File: src/rtl/udp_tx_payload_loader_pkg.sv
// Shared constants and helpers for the UDP TX payload loader.
// Holds header lengths, default frame lengths and the payload length rule.
package udp_tx_payload_loader_pkg;

  localparam int IP_HDR_LEN         = 20;
  localparam int UDP_HDR_LEN        = 8;
  localparam int ETH_MIN_IP_PAYLOAD = 46;

  localparam logic [15:0] DEF_DATA_LEN  = 16'd28;
  localparam logic [15:0] DEF_TOTAL_LEN = 16'd48;

  // Reported payload: exact byte count, raised to the minimum when padded.
  function automatic logic [15:0] payload_len(input logic [15:0] cnt,
                                              input logic [15:0] min_len);
    return (cnt < min_len) ? min_len : cnt;
  endfunction

endpackage

File: src/rtl/udp_tx_payload_loader_if.sv
// Byte stream from user logic into the UDP TX payload loader.
interface udp_tx_payload_loader_if;

  // A byte transfers on a clock edge where s_valid and s_ready are both high.
  // The source holds s_data/s_last stable while s_valid is high and s_ready low;
  // s_last marks the final byte of a frame and is only meaningful with s_valid.
  logic [7:0] s_data;
  logic       s_valid;
  logic       s_last;
  logic       s_ready;

  modport master (output s_data, output s_valid, output s_last, input s_ready);
  modport slave  (input s_data, input s_valid, input s_last, output s_ready);

endinterface

File: src/rtl/udp_tx_payload_loader_byte_word_packer.sv
// 8->32 packer, first byte in [31:24]; a flush emits the partial word zero-filled.
module byte_word_packer (
    input  logic        clk,
    input  logic        rst,
    input  logic        i_valid,
    input  logic [7:0]  i_data,
    input  logic        i_flush,
    input  logic        i_clear,
    output logic        o_full,
    output logic [31:0] o_full_word,
    output logic [31:0] o_flush_word
);

    logic [23:0] r_shift;
    logic [1:0]  r_lane;

    assign o_full      = i_valid & (r_lane == 2'd3);
    assign o_full_word = {r_shift, i_data};

    always_comb begin
        o_flush_word = 32'h0;
        case (r_lane)
            2'd1:    o_flush_word = {r_shift[7:0], 24'h0};
            2'd2:    o_flush_word = {r_shift[15:0], 16'h0};
            2'd3:    o_flush_word = {r_shift[23:0], 8'h0};
            default: o_flush_word = 32'h0;
        endcase
    end

    always_ff @(posedge clk or posedge rst) begin
        if (rst) begin
            r_shift <= 24'h0;
            r_lane  <= 2'd0;
        end else if (i_clear || i_flush || o_full) begin
            r_shift <= 24'h0;
            r_lane  <= 2'd0;
        end else if (i_valid) begin
            r_shift <= {r_shift[15:0], i_data};
            r_lane  <= r_lane + 2'd1;
        end
    end

endmodule

File: src/rtl/udp_tx_payload_loader.sv
// Packs a user byte stream into the TX payload RAM, pads short frames,
// then hands the frame to the UDP engine with its lengths and a start pulse.
module udp_tx_payload_loader
    import udp_tx_payload_loader_pkg::*;
#(
    parameter int ADDR_W      = 9,
    parameter int BASE_ADDR   = 1,
    parameter int MAX_PAYLOAD = 1472,
    parameter int MIN_PAYLOAD = ETH_MIN_IP_PAYLOAD - IP_HDR_LEN - UDP_HDR_LEN
) (
    input  logic                  e_rxc,
    input  logic                  reset,
    udp_tx_payload_loader_if.slave s,
    output logic                  ram_wren,
    output logic [ADDR_W-1:0]     ram_addr,
    output logic [31:0]           ram_data,
    output logic [15:0]           tx_data_length,
    output logic [15:0]           tx_total_length,
    output logic                  tx_start,
    input  logic                  tx_done,
    output logic                  overflow,
    output logic [2:0]            o_dbg_state
);

    typedef enum logic [2:0] {
        ST_IDLE      = 3'd0,
        ST_FILL      = 3'd1,
        ST_FLUSH     = 3'd2,
        ST_PAD       = 3'd3,
        ST_LAUNCH    = 3'd4,
        ST_WAIT_DONE = 3'd5,
        ST_DROP      = 3'd6
    } state_t;

    localparam logic [15:0]       MIN_LEN   = 16'(MIN_PAYLOAD);
    localparam logic [15:0]       MAX_LEN   = 16'(MAX_PAYLOAD);
    localparam logic [15:0]       MIN_WORDS = 16'((MIN_PAYLOAD + 3) / 4);
    localparam logic [ADDR_W-1:0] BASE      = ADDR_W'(BASE_ADDR);

    state_t            r_state;
    logic              r_s_ready;
    logic              r_ram_wren;
    logic [ADDR_W-1:0] r_ram_addr;
    logic [31:0]       r_ram_data;
    logic [15:0]       r_tx_dlen;
    logic [15:0]       r_tx_tlen;
    logic              r_tx_start;
    logic              r_overflow;
    logic [15:0]       r_byte_cnt;
    logic [15:0]       r_word_cnt;

    logic        w_accept;
    logic        w_in_fill;
    logic        w_at_max;
    logic        w_full;
    logic [31:0] w_full_word;
    logic [31:0] w_flush_word;
    logic [15:0] w_words_next;
    logic [15:0] w_payload_len;

    assign w_accept      = s.s_valid & r_s_ready;
    assign w_in_fill     = (r_state == ST_IDLE) || (r_state == ST_FILL);
    assign w_at_max      = (r_byte_cnt == MAX_LEN);
    assign w_words_next  = r_word_cnt + {15'd0, w_full};
    assign w_payload_len = payload_len(r_byte_cnt, MIN_LEN);

    byte_word_packer u_packer (
        .clk          (e_rxc),
        .rst          (reset),
        .i_valid      (w_accept & w_in_fill & ~w_at_max),
        .i_data       (s.s_data),
        .i_flush      (r_state == ST_FLUSH),
        .i_clear      (w_accept & w_in_fill & w_at_max),
        .o_full       (w_full),
        .o_full_word  (w_full_word),
        .o_flush_word (w_flush_word)
    );

    always_ff @(posedge e_rxc or posedge reset) begin
        if (reset) begin
            r_state    <= ST_IDLE;
            r_s_ready  <= 1'b0;
            r_ram_wren <= 1'b0;
            r_ram_addr <= BASE;
            r_ram_data <= 32'h0;
            r_tx_dlen  <= DEF_DATA_LEN;
            r_tx_tlen  <= DEF_TOTAL_LEN;
            r_tx_start <= 1'b0;
            r_overflow <= 1'b0;
            r_byte_cnt <= 16'd0;
            r_word_cnt <= 16'd0;
        end else begin
            r_ram_wren <= 1'b0;
            r_tx_start <= 1'b0;
            r_overflow <= 1'b0;
            // Address advances in the cycle after each write is presented.
            if (r_ram_wren) r_ram_addr <= r_ram_addr + ADDR_W'(1);

            case (r_state)
                ST_IDLE, ST_FILL: begin
                    r_s_ready <= 1'b1;
                    if (w_accept) begin
                        if (w_at_max) begin
                            r_overflow <= 1'b1;
                            r_ram_addr <= BASE;
                            r_byte_cnt <= 16'd0;
                            r_word_cnt <= 16'd0;
                            r_state    <= s.s_last ? ST_IDLE : ST_DROP;
                        end else begin
                            r_byte_cnt <= r_byte_cnt + 16'd1;
                            if (w_full) begin
                                r_ram_wren <= 1'b1;
                                r_ram_data <= w_full_word;
                                r_word_cnt <= w_words_next;
                            end
                            if (s.s_last) begin
                                r_s_ready <= 1'b0;
                                if (!w_full)                      r_state <= ST_FLUSH;
                                else if (w_words_next < MIN_WORDS) r_state <= ST_PAD;
                                else                               r_state <= ST_LAUNCH;
                            end else begin
                                r_state <= ST_FILL;
                            end
                        end
                    end
                end
                ST_FLUSH: begin
                    r_ram_wren <= 1'b1;
                    r_ram_data <= w_flush_word;
                    r_word_cnt <= r_word_cnt + 16'd1;
                    r_state    <= (r_word_cnt + 16'd1 < MIN_WORDS) ? ST_PAD : ST_LAUNCH;
                end
                ST_PAD: begin
                    r_ram_wren <= 1'b1;
                    r_ram_data <= 32'h0;
                    r_word_cnt <= r_word_cnt + 16'd1;
                    if (r_word_cnt + 16'd1 >= MIN_WORDS) r_state <= ST_LAUNCH;
                end
                ST_LAUNCH: begin
                    r_tx_dlen  <= w_payload_len + 16'(UDP_HDR_LEN);
                    r_tx_tlen  <= w_payload_len + 16'(UDP_HDR_LEN + IP_HDR_LEN);
                    r_tx_start <= 1'b1;
                    r_state    <= ST_WAIT_DONE;
                end
                ST_WAIT_DONE: begin
                    if (tx_done) begin
                        r_state    <= ST_IDLE;
                        r_s_ready  <= 1'b1;
                        r_ram_addr <= BASE;
                        r_byte_cnt <= 16'd0;
                        r_word_cnt <= 16'd0;
                    end
                end
                ST_DROP: begin
                    r_s_ready <= 1'b1;
                    if (w_accept && s.s_last) r_state <= ST_IDLE;
                end
                default: r_state <= ST_IDLE;
            endcase
        end
    end

    assign s.s_ready       = r_s_ready;
    assign ram_wren        = r_ram_wren;
    assign ram_addr        = r_ram_addr;
    assign ram_data        = r_ram_data;
    assign tx_data_length  = r_tx_dlen;
    assign tx_total_length = r_tx_tlen;
    assign tx_start        = r_tx_start;
    assign overflow        = r_overflow;
    assign o_dbg_state     = r_state;

endmodule

File: src/flat_wrapper.sv
// flat-port wrapper written by rule: the top's interface ports become plain ports
module udp_tx_payload_loader_flat import udp_tx_payload_loader_pkg::*;
#(
    parameter int ADDR_W      = 9,
    parameter int BASE_ADDR   = 1,
    parameter int MAX_PAYLOAD = 1472,
    parameter int MIN_PAYLOAD = ETH_MIN_IP_PAYLOAD - IP_HDR_LEN - UDP_HDR_LEN
)
  (e_rxc, reset, ram_wren, ram_addr, ram_data, tx_data_length, tx_total_length, tx_start, tx_done, overflow, o_dbg_state, s_s_data, s_s_valid, s_s_last, s_s_ready);
  udp_tx_payload_loader_if s_i ();
  input  logic e_rxc;
  input  logic reset;
  output logic ram_wren;
  output logic [ADDR_W-1:0] ram_addr;
  output logic [31:0] ram_data;
  output logic [15:0] tx_data_length;
  output logic [15:0] tx_total_length;
  output logic tx_start;
  input  logic tx_done;
  output logic overflow;
  output logic [2:0] o_dbg_state;
  input wire logic [$bits(s_i.s_data)-1:0] s_s_data;
  input wire logic [$bits(s_i.s_valid)-1:0] s_s_valid;
  input wire logic [$bits(s_i.s_last)-1:0] s_s_last;
  output wire logic [$bits(s_i.s_ready)-1:0] s_s_ready;
  assign s_i.s_data = s_s_data;
  assign s_i.s_valid = s_s_valid;
  assign s_i.s_last = s_s_last;
  assign s_s_ready = s_i.s_ready;
  udp_tx_payload_loader #(.ADDR_W(ADDR_W), .BASE_ADDR(BASE_ADDR), .MAX_PAYLOAD(MAX_PAYLOAD), .MIN_PAYLOAD(MIN_PAYLOAD)) u_core (.e_rxc(e_rxc), .reset(reset), .s(s_i), .ram_wren(ram_wren), .ram_addr(ram_addr), .ram_data(ram_data), .tx_data_length(tx_data_length), .tx_total_length(tx_total_length), .tx_start(tx_start), .tx_done(tx_done), .overflow(overflow), .o_dbg_state(o_dbg_state));
endmodule
File: config.mk
export PLATFORM = sky130hd
export DESIGN_NAME = udp_tx_payload_loader_flat
export DESIGN_NICKNAME = d
export VERILOG_FILES = /design/src/rtl/udp_tx_payload_loader_pkg.sv /design/src/rtl/udp_tx_payload_loader_if.sv /design/src/rtl/udp_tx_payload_loader_byte_word_packer.sv /design/src/rtl/udp_tx_payload_loader.sv /design/src/flat_wrapper.sv
export SDC_FILE = /design/constraint.sdc
export NUM_CORES = 1
export LEC_CHECK = 0
export ABC_CLOCK_PERIOD_IN_PS = 5400
export CAP_MARGIN = 20
export CORE_MARGIN = 1.5
export CORE_UTILIZATION = 40
export DETAILED_ROUTE_END_ITERATION = 6
export GPL_TIMING_DRIVEN = 0
export HOLD_SLACK_MARGIN = 0.08
export PLACE_DENSITY_LB_ADDON = 0.12
export SLEW_MARGIN = 25
export SYNTH_ARGS = -nofsm -noshare
export SYNTH_HDL_FRONTEND = slang
export SYNTH_HIERARCHICAL = 1
export SYNTH_SLANG_ARGS = --single-unit
File: constraint.sdc
create_clock -name e_rxc -period 5.4 [get_ports e_rxc]
set_input_delay 0.81 -clock e_rxc [delete_from_list [all_inputs] [get_ports e_rxc]]
set_output_delay 0.81 -clock e_rxc [all_outputs]
set_load 0.05 [all_outputs]
==> impl_metrics.ini, run 1 <==
[power]
power-per-cell-area_mw_per_mm2 = 626
power.total_mw = 6.09
ir_drop_uv = 343
cellLeakagePower_nw = 3.97

[routing]
via_per_inst = 5.50
drt_iter0_drc = 544
route.antenna.remaining_nets = 0
wl_per_cell_um = 16.9
drt_first_pass_iters = 5
detail_route.drc_violations = 0
routed_wirelength_um = 21200
detailroute.via_count = 6878

[floorplanning]
std_cell_rows = 50
die-height_um = 142
chipWidth_um = 142
core_area_sq_mm = 0.0188
die_area_sq_mm = 0.0201
pin_count = 93
initial_utilization = 0.410

[synth]
synth-async-reset-ratio = 1.00
ys_types = 63
netlist_instances = 859
synth-edff-count = 0
post_synthesis_average_cell_area_sq_um = 8.98
postSynthRegisterBits = 136
synth_top_area_share = 0.422
ys_top_cells_by_area = sky130_fd_sc_hd__dfrtp_1 42%, sky130_fd_sc_hd__nor2_1 5.2%, sky130_fd_sc_hd__a22oi_1 4.2%
synth_top_flop_cell = sky130_fd_sc_hd__dfrtp_1
cell_area_after_synthesis_sq_mm = 0.00771
yosys.cell_count.top_type = sky130_fd_sc_hd__dfrtp_1
ys_seq_area_frac = 0.442
yosys_warnings = 6
synth.largest_area_cell = sky130_fd_sc_hd__dfrtp_1
synth_common_cells = 130 x sky130_fd_sc_hd__dfrtp_1, 107 x sky130_fd_sc_hd__nor2_1, 73 x sky130_fd_sc_hd__nand2_1, 59 x sky130_fd_sc_hd__clkbuf_1, 58 x sky130_fd_sc_hd__a21oi_1

[global_routing]
grt_remaining_overflow = 0
grt_first_pass_wirelength_um = 34500
first_global_vias = 6384
grt_antenna_before_repair = 0
pin_count_of_the_biggest_net_entering_global_routing = 63
grt.total_usage = 0.218

[timing]
final.min_clock_period_ns = 4.94
hold_violations = 0
hold_ws_ns = 0.462
tightest_slew_ns = 1.00
rsz0062_at_grt = false
setup_viol = 0
report.final.slew_viol_count = 0
max_slew_margin = 0.326
fin_skew_ns = 0.00694
peak_clock_frequency_supported_by_timing_ghz = 0.203
post-route-period-util = 0.914

[critical_path]
timing.critical_path.arrival_ns = 5.23
path_class = register to register
worst_ep_required_time_ns = 5.70
critPathLaunchType = register
crit_path_max_fanout = 10
worst_setup_path_end_kind = register

[cts]
clkSlewWorstSetupHoldPaths_ns = 0.06
postCtsSetupRepairBufs = 0
cts_htree_levels = 4
clock_path_buffers = 2
cts_made_buffers = 17
cts_resized = 0
clock_sinks = 136
tritoncts_clock_tree = yes
root_buffer = sky130_fd_sc_hd__clkbuf_16
hold_buffers = 0
clk-insertion-delay-late_ns = 0.42

[cells_and_area]
finalNonFillerCells = 1251
nNetsFinal = 1007
flow.area_growth_from_synthesis_pct = 26.3
final_core_util = 0.517
layout-drive-gt1-share = 0.101
antennaDiodeCount = 0
multi_input_area_sq_mm = 0.00383
final.fill_count = 1793
register_area_sq_mm = 0.00341

[status]
status = finished clean

[run]
max-cap-violations = 0

[placed_design]
dp_hpwl_um = 14900
dpl.cell_count = 1219
place.port_buffers = 92
gp_routability_congestion = 0.888

[worst_hold_path]
worst_hold_path_type = register to register
[layer usage]
layer | GRT usage | vias up | part of all wire
met2 | 0.328 | 265 | 0.45
met1 | 0.319 | 3280 | 0.48
li1 | - | 3294 | -
met5 | 0 | - | 0
met4 | 0.0673 | 0 | 0.017
met3 | 0.0368 | 39 | 0.057
[cells in the final DEF (no fill, tap or decap), types with 7 or more instances in the layout]
master                            synthesis  final
sky130_fd_sc_hd__clkbuf_1                59     60
sky130_fd_sc_hd__conb_1                   1      8
sky130_fd_sc_hd__dfrtp_1                130    130
sky130_fd_sc_hd__a222oi_1                 8      8
sky130_fd_sc_hd__o21ai_1                 12     12
sky130_fd_sc_hd__inv_1                   17     15
sky130_fd_sc_hd__ha_1                    16     16
sky130_fd_sc_hd__a31oi_1                 11     11
sky130_fd_sc_hd__clkbuf_16                0     17
sky130_fd_sc_hd__nand2_1                 73     73
sky130_fd_sc_hd__xnor2_1                 20     20
sky130_fd_sc_hd__buf_4                   18     18
sky130_fd_sc_hd__and3_1                  10     10
sky130_fd_sc_hd__a22o_1                   7      7
sky130_fd_sc_hd__nor3_1                  11     11
sky130_fd_sc_hd__nand3_1                 30     30
sky130_fd_sc_hd__nor2_1                 107    107
sky130_fd_sc_hd__a22oi_1                 43     43
sky130_fd_sc_hd__nand4_1                 19     19
sky130_fd_sc_hd__o21ai_0                 40     40
sky130_fd_sc_hd__clkdlybuf4s50_1          0     92
sky130_fd_sc_hd__and2_1                  11     11
sky130_fd_sc_hd__a22o_2                  19     19
sky130_fd_sc_hd__a21oi_1                 58     58
sky130_fd_sc_hd__bufinv_16                0      7
sky130_fd_sc_hd__xor2_1                  36     36
sky130_fd_sc_hd__buf_2                    9      9
[per-stage QoR]
stage	TNS [ns]	area (sq um)	setup slack, ns
after global placement	-25.88	8980	-0.253
after detailed placement	0	9020	0.131
final	0	9740	0.465
after CTS	0	9730	0.110
after global routing	0	9740	0.0711
after floorplan	0	7740	1.29
[path summary, 6_finish.rpt]
check | end | slack, ns | cells after the start | startpoint
setup reg to reg | u_core/o_dbg_state[2]$_DFFE_PP0P_ | 0.46 | 16 | u_core/r_byte_cnt[6]$_DFFE_PP0P_
hold reg to reg | u_core/tx_data_length[4]$_DFFE_PP1P_ | 0.46 | 2 | u_core/tx_data_length[4]$_DFFE_PP1P_
max in group asynchronous | u_core/tx_data_length[4]$_DFFE_PP1P_ | 3.79 | 3 | reset
setup / recovery | u_core/o_dbg_state[2]$_DFFE_PP0P_ | 0.46 | 16 | u_core/r_byte_cnt[6]$_DFFE_PP0P_
min in group asynchronous | u_core/ram_data[29]$_DFFE_PP0P_ | 0.90 | 2 | reset
hold / removal | u_core/tx_data_length[4]$_DFFE_PP1P_ | 0.46 | 2 | u_core/tx_data_length[4]$_DFFE_PP1P_
[worst max-delay path, stage by stage (launching register included)]
cell	delay, ns
sky130_fd_sc_hd__dfrtp_1	0.32
sky130_fd_sc_hd__clkbuf_1	0.40
sky130_fd_sc_hd__and3_1	0.24
sky130_fd_sc_hd__clkbuf_1	0.31
sky130_fd_sc_hd__nand4b_1	0.40
sky130_fd_sc_hd__and2_1	0.27
sky130_fd_sc_hd__clkbuf_1	0.20
sky130_fd_sc_hd__and2_1	0.28
sky130_fd_sc_hd__ha_1	0.29
sky130_fd_sc_hd__ha_1	0.31
sky130_fd_sc_hd__or2_0	0.21
sky130_fd_sc_hd__maj3_1	0.35
sky130_fd_sc_hd__o21ai_0	0.20
sky130_fd_sc_hd__o2111ai_1	0.16
sky130_fd_sc_hd__nor4b_2	0.45
sky130_fd_sc_hd__o21ai_0	0.15
sky130_fd_sc_hd__a32o_1	0.27
[cell type report]
cell class / count / share of cell area
Multi-Input combinational cell: 623 / 0.394
Sequential cell: 136 / 0.350
Timing Repair Buffer: 93 / 0.0974
Buffer: 90 / 0.0459
Clock buffer: 19 / 0.0455
Tap cell: 260 / 0.0334
Clock inverter: 13 / 0.0268
Inverter: 17 / 0.00707
[report_power, final]
group	switching, mW	internal (mW)
clock network	0.458	0.933
logic	1.99	1.03
registers	0.307	1.38
[state kept, by name (all words and copies together) (netlist names)]
signal,count
u_core/u_packer/r_shift,24
u_core/r_byte_cnt,16
u_core/overflow,1
u_core/u_packer/r_lane,2
u_core/tx_data_length,16
u_core/s.s_ready,1
u_core/r_word_cnt,16
u_core/o_dbg_state,3
u_core/ram_addr,9
u_core/tx_total_length,14
u_core/tx_start,1
u_core/ram_wren,1
u_core/ram_data,32
[cells by family (layout without fill, tap and decap cells)]
group	after synthesis	after routing	share of synthesized area
buffers and inverters	107	232	0.0662
other	1	8	0.000486
DFF	136	136	0.442
and+or+nand+nor	295	295	0.181
adders and majority gates	17	17	0.0273
muxes	3	3	0.00422
AOI/OAI and AO/OA	244	244	0.215
xor gates and xnor gates	56	56	0.0636
Note: power is estimated with default switching activity, not from simulation.
==> run 2: changes to the inputs <==
- SETUP_SLACK_MARGIN: unset -> 0.1
==> impl_metrics.ini, run 2 (synthesis gave the netlist of run 1 again) <==
[power]
ir_drop_uv = 343
cellLeakagePower_nw = 3.97
power-per-cell-area_mw_per_mm2 = 626
power.total_mw = 6.10

[cts]
clock_sinks = 136
cts_htree_levels = 4
clkSlewWorstSetupHoldPaths_ns = 0.06
cts_made_buffers = 17
root_buffer = sky130_fd_sc_hd__clkbuf_16
clk-insertion-delay-late_ns = 0.42
clock_path_buffers = 2
hold_buffers = 0
tritoncts_clock_tree = yes

[critical_path]
r2r-start = u_core/r_byte_cnt[11]$_DFFE_PP0P_
worstSetupEndpoint = u_core/o_dbg_state[2]$_DFFE_PP0P_
worst_setup_path_end_kind = register
worst_ep_required_time_ns = 5.70
timing.critical_path.arrival_ns = 5.27
worstRegToRegCells = 16
crit_path_max_fanout = 9
worst_r2r_end = u_core/o_dbg_state[2]$_DFFE_PP0P_
r2r_setup_slack_ns = 0.43
path_class = register to register
critical_path.startpoint = u_core/r_byte_cnt[11]$_DFFE_PP0P_
critPathLaunchType = register

[cells_and_area]
nNetsFinal = 1006
layout-drive-gt1-share = 0.101
antennaDiodeCount = 0
max_reg_flops = 32
final_common_cell = sky130_fd_sc_hd__dfrtp_1
flow.area_growth_from_synthesis_pct = 26.2
mostFrequentLayoutCells = 130 x sky130_fd_sc_hd__dfrtp_1, 107 x sky130_fd_sc_hd__nor2_1, 92 x sky130_fd_sc_hd__clkdlybuf4s50_1
final_core_util = 0.517

[routing]
via_per_inst = 5.49
route.antenna.remaining_nets = 0
wl_per_cell_um = 16.9
drt_first_pass_iters = 5
routed_wirelength_um = 21200
detail_route.drc_violations = 0
detailroute.via_count = 6868
drt_iter0_drc = 572

[placed_design]
gp_routability_congestion = 0.888
dp_hpwl_um = 14900
place.port_buffers = 92

[global_routing]
first_global_vias = 6384
grt.total_usage = 0.218
grt_first_pass_wirelength_um = 34500
pin_count_of_the_biggest_net_entering_global_routing = 63
grt_antenna_before_repair = 0
grt_remaining_overflow = 0

[floorplanning]
pin_count = 93
chipWidth_um = 142
die-height_um = 142
die_area_sq_mm = 0.0201
std_cell_rows = 50
initial_utilization = 0.410
core_area_sq_mm = 0.0188

[timing]
fin_skew_ns = 0.00670
rsz0062_at_grt = false
totalNegativeSetupSlack_ns = 0
max_slew_margin = 0.353
tightest_slew_ns = 0.962
final.min_clock_period_ns = 4.97
post-route-period-util = 0.921
peak_clock_frequency_supported_by_timing_ghz = 0.201
report.final.slew_viol_count = 0
setup_viol = 0
hold_violations = 0

[worst_hold_path]
worst_hold_path_type = register to register

[status]
status = finished clean

[run]
max-cap-violations = 0
run 2: cell count changes in the layout (fill, tap and decap cells not counted), sizes merged:
cell / delta
clkbuf: -1
run 2: worst min-delay path by stage:
| stage | startpoint | end | slack, ns | depth (start not counted) |
|---|---|---|---|---|
| after global placement | u_core/tx_data_length[4]$_DFFE_PP1P_ | u_core/tx_data_length[4]$_DFFE_PP1P_ | 0.45 | 2 |
| after floorplan | u_core/u_packer/r_shift[21]$_DFFE_PP0P_ | u_core/u_packer/r_shift[21]$_DFFE_PP0P_ | 0.50 | 1 |
| after global routing | u_core/tx_data_length[4]$_DFFE_PP1P_ | u_core/tx_data_length[4]$_DFFE_PP1P_ | 0.48 | 2 |
| final | u_core/tx_data_length[4]$_DFFE_PP1P_ | u_core/tx_data_length[4]$_DFFE_PP1P_ | 0.46 | 2 |
| after CTS | u_core/tx_data_length[4]$_DFFE_PP1P_ | u_core/tx_data_length[4]$_DFFE_PP1P_ | 0.47 | 2 |
| after detailed placement | u_core/tx_data_length[4]$_DFFE_PP1P_ | u_core/tx_data_length[4]$_DFFE_PP1P_ | 0.46 | 2 |
run 2: final cells by class:
type | instances | area, sq um
Multi-Input combinational cell | 623 | 3830
Sequential cell | 136 | 3410
Fill cell | 1792 | 9090
Clock inverter | 13 | 262
Timing Repair Buffer | 93 | 948
Clock buffer | 19 | 443
Buffer | 89 | 443
Inverter | 17 | 68.8
Tap cell | 260 | 325
run 2: critical path, stage by stage (launching register included):
cell                        delay, ns
sky130_fd_sc_hd__dfrtp_1         0.35
sky130_fd_sc_hd__clkbuf_1        0.20
sky130_fd_sc_hd__nor4_2          0.45
sky130_fd_sc_hd__nand2_1         0.16
sky130_fd_sc_hd__nand4b_1        0.43
sky130_fd_sc_hd__and2_1          0.27
sky130_fd_sc_hd__clkbuf_1        0.20
sky130_fd_sc_hd__and2_1          0.28
sky130_fd_sc_hd__ha_1            0.30
sky130_fd_sc_hd__ha_1            0.31
sky130_fd_sc_hd__or2_0           0.21
sky130_fd_sc_hd__maj3_1          0.36
sky130_fd_sc_hd__o21ai_0         0.21
sky130_fd_sc_hd__o2111ai_1       0.17
sky130_fd_sc_hd__nor4b_2         0.50
sky130_fd_sc_hd__o21ai_0         0.16
sky130_fd_sc_hd__a32o_1          0.27
run 2: report_power, final:
part | internal [mW] | switching [mW]
Combinational | 1.03 | 1.99
Clock | 0.933 | 0.460
Sequential | 1.38 | 0.307
run 2: per-stage QoR:
stage / hold WS [ns] / std cells / setup WS (ns) / cell area, sq um
global route: 0.479 / 1250 / 0.155 / 9740
finish: 0.462 / 1250 / 0.428 / 9740
CTS: 0.466 / 1251 / 0.110 / 9730
global placement: 0.449 / 1218 / -0.253 / 8980
floorplan: 0.495 / 866 / 1.29 / 7740
detailed placement: 0.457 / 1219 / 0.131 / 9020
run 2: what timing repair did:
action | 4_1_cts | 5_1_grt
buffers inserted | 0 | 0
gates resized for setup | 0 | 2
endpoints found under the setup margin | 0 | 3
run 2: routing by layer:
| metal | part of all wire | GRT usage |
|---|---|---|
| met5 | 0 | 0 |
| met4 | 0.018 | 0.0673 |
| met3 | 0.063 | 0.0368 |
| met2 | 0.45 | 0.328 |
| met1 | 0.47 | 0.319 |
